===== src/rtl/bus_sequencer.sv =====
// Register-file bus sequencer: decodes MOVE/LOADI/READ/SWAP commands into
// one-hot output/write enable sequences on a shared OR-bus.
module bus_sequencer #(
  parameter int unsigned width = 32,
  parameter int unsigned NREG  = 8,
  parameter int unsigned IDXW  = 3
) (
  input  logic              clk,
  input  logic              rst,
  input  logic              cmd_valid,
  output logic              cmd_ready,
  input  logic [1:0]        cmd_op,
  input  logic [IDXW-1:0]   cmd_src,
  input  logic [IDXW-1:0]   cmd_dst,
  input  logic [width-1:0]  cmd_imm,
  output logic [NREG-1:0]   reg_oe,
  output logic [NREG-1:0]   reg_we,
  input  logic [width-1:0]  bus_in,
  output logic [width-1:0]  wbus,
  output logic              rd_valid,
  output logic [width-1:0]  rd_data,
  output logic              busy
);

  localparam logic [1:0] OpMove  = 2'b00;
  localparam logic [1:0] OpLoadi = 2'b01;
  localparam logic [1:0] OpRead  = 2'b10;
  localparam logic [1:0] OpSwap  = 2'b11;

  localparam logic [2:0] StIdle = 3'd0;
  localparam logic [2:0] StRdA  = 3'd1;
  localparam logic [2:0] StRdB  = 3'd2;
  localparam logic [2:0] StWrA  = 3'd3;
  localparam logic [2:0] StWrB  = 3'd4;
  localparam logic [2:0] StResp = 3'd5;

  logic [2:0]       state_q, state_d;
  logic [1:0]       op_q, op_d;
  logic [IDXW-1:0]  src_q, src_d;
  logic [IDXW-1:0]  dst_q, dst_d;
  logic [width-1:0] hold_a_q, hold_a_d;
  logic [width-1:0] hold_b_q, hold_b_d;
  logic [width-1:0] rd_data_q, rd_data_d;
  logic             accept;

  assign accept = (state_q == StIdle) && cmd_valid;

  always_comb begin
    state_d   = state_q;
    op_d      = op_q;
    src_d     = src_q;
    dst_d     = dst_q;
    hold_a_d  = hold_a_q;
    hold_b_d  = hold_b_q;
    rd_data_d = rd_data_q;
    case (state_q)
      StIdle: begin
        if (accept) begin
          op_d  = cmd_op;
          src_d = cmd_src;
          dst_d = cmd_dst;
          if (cmd_op == OpLoadi) begin
            hold_a_d = cmd_imm;
            state_d  = StWrA;
          end else begin
            state_d  = StRdA;
          end
        end
      end
      StRdA: begin
        hold_a_d = bus_in;
        case (op_q)
          OpMove:  state_d = StWrA;
          OpSwap:  state_d = StRdB;
          OpRead: begin
            state_d   = StResp;
            rd_data_d = bus_in;
          end
          default: state_d = StIdle;
        endcase
      end
      StRdB: begin
        hold_b_d = bus_in;
        state_d  = StWrA;
      end
      StWrA:   state_d = (op_q == OpSwap) ? StWrB : StIdle;
      StWrB:   state_d = StIdle;
      StResp:  state_d = StIdle;
      default: state_d = StIdle;
    endcase
  end

  // Reset has priority, so no command is accepted at a reset edge.
  always_ff @(posedge clk) begin
    if (rst) begin
      state_q   <= StIdle;
      op_q      <= OpMove;
      src_q     <= '0;
      dst_q     <= '0;
      hold_a_q  <= '0;
      hold_b_q  <= '0;
      rd_data_q <= '0;
    end else begin
      state_q   <= state_d;
      op_q      <= op_d;
      src_q     <= src_d;
      dst_q     <= dst_d;
      hold_a_q  <= hold_a_d;
      hold_b_q  <= hold_b_d;
      rd_data_q <= rd_data_d;
    end
  end

  // Enables depend only on registered state and latched indices.
  always_comb begin
    reg_oe = '0;
    reg_we = '0;
    case (state_q)
      StRdA:   reg_oe[src_q] = 1'b1;
      StRdB:   reg_oe[dst_q] = 1'b1;
      StWrA:   reg_we[dst_q] = 1'b1;
      StWrB:   reg_we[src_q] = 1'b1;
      default: ;
    endcase
  end

  assign wbus      = (state_q == StWrB) ? hold_b_q : hold_a_q;
  assign cmd_ready = (state_q == StIdle);
  assign busy      = (state_q != StIdle);
  assign rd_valid  = (state_q == StResp);
  assign rd_data   = rd_data_q;

endmodule

===== config.mk =====
export PLATFORM = sky130hd
export DESIGN_NAME = bus_sequencer
export DESIGN_NICKNAME = d
export VERILOG_FILES = /design/src/rtl/bus_sequencer.sv
export SDC_FILE = /design/constraint.sdc
export NUM_CORES = 1
export LEC_CHECK = 0
export CAP_MARGIN = 40
export CORE_MARGIN = 2
export CORE_UTILIZATION = 43
export DETAILED_ROUTE_END_ITERATION = 6
export GPL_TIMING_DRIVEN = 1
export PLACE_DENSITY_LB_ADDON = 0.05
export SYNTH_ARGS = -nofsm -noshare
export SYNTH_HDL_FRONTEND = slang
export SYNTH_SLANG_ARGS = --single-unit

===== constraint.sdc =====
create_clock -name clk -period 1.7 [get_ports clk]
set_input_delay 0.51 -clock clk [delete_from_list [all_inputs] [get_ports clk]]
set_output_delay 0.51 -clock clk [all_outputs]
set_load 0.01 [all_outputs]

==> results.ini <==
[global_route]
grt_max_degree = 105
grt_first_pass_wirelength_um = 28210
grt-ovfl-total = 0
grt_usage_pct = 27.30
antenna_found_initial = 0
grt_pass1_vias = 5481

[drt]
vias = 5643
drtAntennaViolNets = 0
drt-pass1-iter-count = 4
routed_wl_um = 19130
vias_per_cell = 5.782
drc_errors = 0
drt_iter0_drc = 400
routedWlPerCell_um = 19.60

[critical_path]
r2r-end = rd_data[29]
endpoint_kind = output pin
rrSetupSlack_ns = -0.22
reg2reg_from = state_q[1]
required_ns = 1.19
worst_setup_path_start_kind = flip-flop
path_max_fanout = 3
rr_worst_depth = 10
critPathKind = reg -> out
cp.arrival_ns = 1.81

[sta]
tns_ns = -34.47
drv_slew = 0
setup_viol = 111
hold-worst-slack_ns = 0.4528
period_needed_ns = 2.319
hold_viol = 0
fin_crit_sh_pct = 136.4
rsz0062_at_grt = true
max_freq_mhz = 431.3
setup_ws_ns = -0.6185
skew_ns = 0.006477
slew_headroom_pct = 63.76
worst_slew_pin_slew_ns = 0.5435

[clock_network]
cts_buffer_depth = 2
cts.sinks = 107
tritoncts = built
postCtsHoldBufs = 0
clk_latency_ns = 0.35
htreeDepth = 3
cts_made_buffers = 9
clkTransAtPathRegs_ns = 0.07
clockRootBuffer = clkbuf_16

[synthesis]
synth_edf_count = 0
synth.top_cell.area_share_pct = 40.97
synth_compound_area_share_pct = 21.58
synth_top_area_cell = dfxtp_1
synth_xor_area_share_pct = 0
yosysSeqAreaShare_pct = 40.97
synthAdderAreaFrac_pct = 0.9572
ys_warn_count = 0
synthTopCellsByArea = dfxtp_1 41%, nand2_1 11%, a21oi_1 7.2%
netlist_instances = 640
synth_top_family_by_area = simple AND/OR/NAND/NOR gates
syn_nets = 719
syn_avg_cell_area_sq_um = 8.170
yosys.area_share.simple_pct = 23.31
synthArstFlopShare_pct = 0
ys_ff_latch = 107
synth.mux.area_fraction_pct = 6.892
synthesis.area_sq_um = 5229
ys_dominant_reg_cell = dfxtp_1
synthDistinctLibCells = 34

[floorplanning]
die_w_um = 114.3
ios = 158
die_height_um = 114.3
die_area_sq_um = 13060
start_util_pct = 43.71
fp-row-count = 40
core_sq_um = 11960

[layout]
fin_cells = 976
fillers = 913
n_antenna_cell = 0
areaGrowthSynthToFinish_pct = 64.39
drive_above_1_share_pct = 34.74
layout.nets = 904
fin_util_pct = 71.86

[hold_path]
worst_hold_startpoint = rd_data[30]
holdCritPathClass = reg -> reg
worst_hold_path.endpoint = rd_data[30]
hold_depth = 2

[run]
maxCapViolCount = 0

[power_and_ir_drop]
power_w = 0.007494
p_leak_nw = 3.631
powerDensity_nw_per_um2 = 871.8
irDropWorstVdd_v = 0.0005053

[place]
post-dp-hpwl_um = 10980
globalplace.congestion = 0.9092
place_inst = 926
io_buffers = 157

[run_status]
violations = negative setup slack
outcome = finished, violations left

synth_stat cells (all sizes together), types with 4 or more instances:
| master | n |
|---|---|
| a21oi | 75 |
| nand2 | 149 |
| nand3b | 34 |
| buf | 32 |
| nand3 | 33 |
| nand2b | 7 |
| dfxtp | 107 |
| o21ai | 33 |
| o22ai | 16 |
| a211o | 32 |
| mux2 | 32 |
| ha | 4 |
| a31oi | 32 |
| clkbuf | 30 |
area by class of cell:
cell class	instances	area, sq um	share of cell area [%]
inverter	3	11.26	0.1310
sequential	107	2151	25.02
clock inverter	2	35.03	0.4076
timing repair buffer	236	2497	29.05
tap	147	183.9	2.140
clock buffer	13	260.3	3.028
multi-input combinational	468	3457	40.22
logic make-up (layout without fill, tap and decap cells):
group / Yosys count / after routing
DFF: 107 / 107
adders and majority gates: 4 / 4
AOI/OAI and AO/OA: 189 / 189
buffers and inverters: 65 / 254
and+or+nand+nor: 243 / 243
muxes: 32 / 32
state kept, by name, indices dropped and copies added, names as in the netlist:
signal    count
state_q       3
op_q          2
hold_a_q     32
dst_q         3
rd_data      32
src_q         3
hold_b_q     32
layer usage:
layer / GRT usage (%) / part of all wire [%] / up-vias
met5: 0 / 0 / -
met4: 9.187 / 1.8 / 0
met3: 5.241 / 6.6 / 28
met2: 44.92 / 49 / 229
met1: 36.05 / 43 / 2746
li1: - / - / 2640
worst max-delay path, stage by stage, from the launching register on:
cell and delay (ns):
dfxtp_4 0.36, nor3b_4 0.25, buf_6 0.15, buf_6 0.12
buf_4 0.13, mux2_4 0.32, buf_6 0.13
cells in the final DEF (no fill, tap or decap), types with 3 or more instances in the layout:
cell type	Yosys	routed
buf_2	20	15
nand2b_1	7	5
a21oi_2	0	30
buf_8	0	6
o21ai_2	0	3
dfxtp_1	107	104
o21ai_1	8	14
a31oi_1	32	32
a211o_1	32	32
dlygate4sd2_1	0	32
clkbuf_16	0	13
o21ai_0	25	16
buf_12	0	15
nand3b_1	34	34
mux2_4	0	32
nand3_1	33	21
buf_4	8	32
nand2_4	0	27
nand3_2	0	12
nand2_2	0	6
o22ai_2	0	14
clkdlybuf4s50_1	0	73
ha_1	4	4
buf_6	4	58
a21oi_1	75	45
nand2_1	149	115
where the power goes:
part	leakage, nW	internal, W	switching (W)
Sequential	0.874	0.00273	0.000165
Combinational	2.61	0.00135	0.00113
Clock	0.146	0.00122	0.000909
Total	3.63	0.00529	0.00221
worst max path at each step:
stage	from	endpoint	slack (ns)	cells past startpoint
global route	state_q[0]	wbus[0]	-0.67	6
CTS	state_q[1]	wbus[12]	-0.66	7
finish	state_q[0]	wbus[0]	-0.62	6
detailed placement	state_q[0]	wbus[0]	-0.52	5
floorplan	state_q[1]	wbus[10]	-0.11	4
global placement	state_q[0]	wbus[0]	-0.50	5
repair_timing:
action,CTS,global route
pin swaps,35,88
endpoints found under the setup margin,156,156
gates cloned,5,4
endpoints found under the hold margin,0,0
setup buffers,26,9
gates resized for setup,327,160
metrics by stage:
stage,setup WS (ns),cell area [sq um]
6_report,-0.6185,8596
4_1_cts,-0.6553,7971
3_3_place_gp,-0.5030,7211
2_1_floorplan,-0.1088,5385
3_5_place_dp,-0.5200,7211
5_1_grt,-0.6680,8596
No activity file was read; power rests on OpenSTA's default activity.
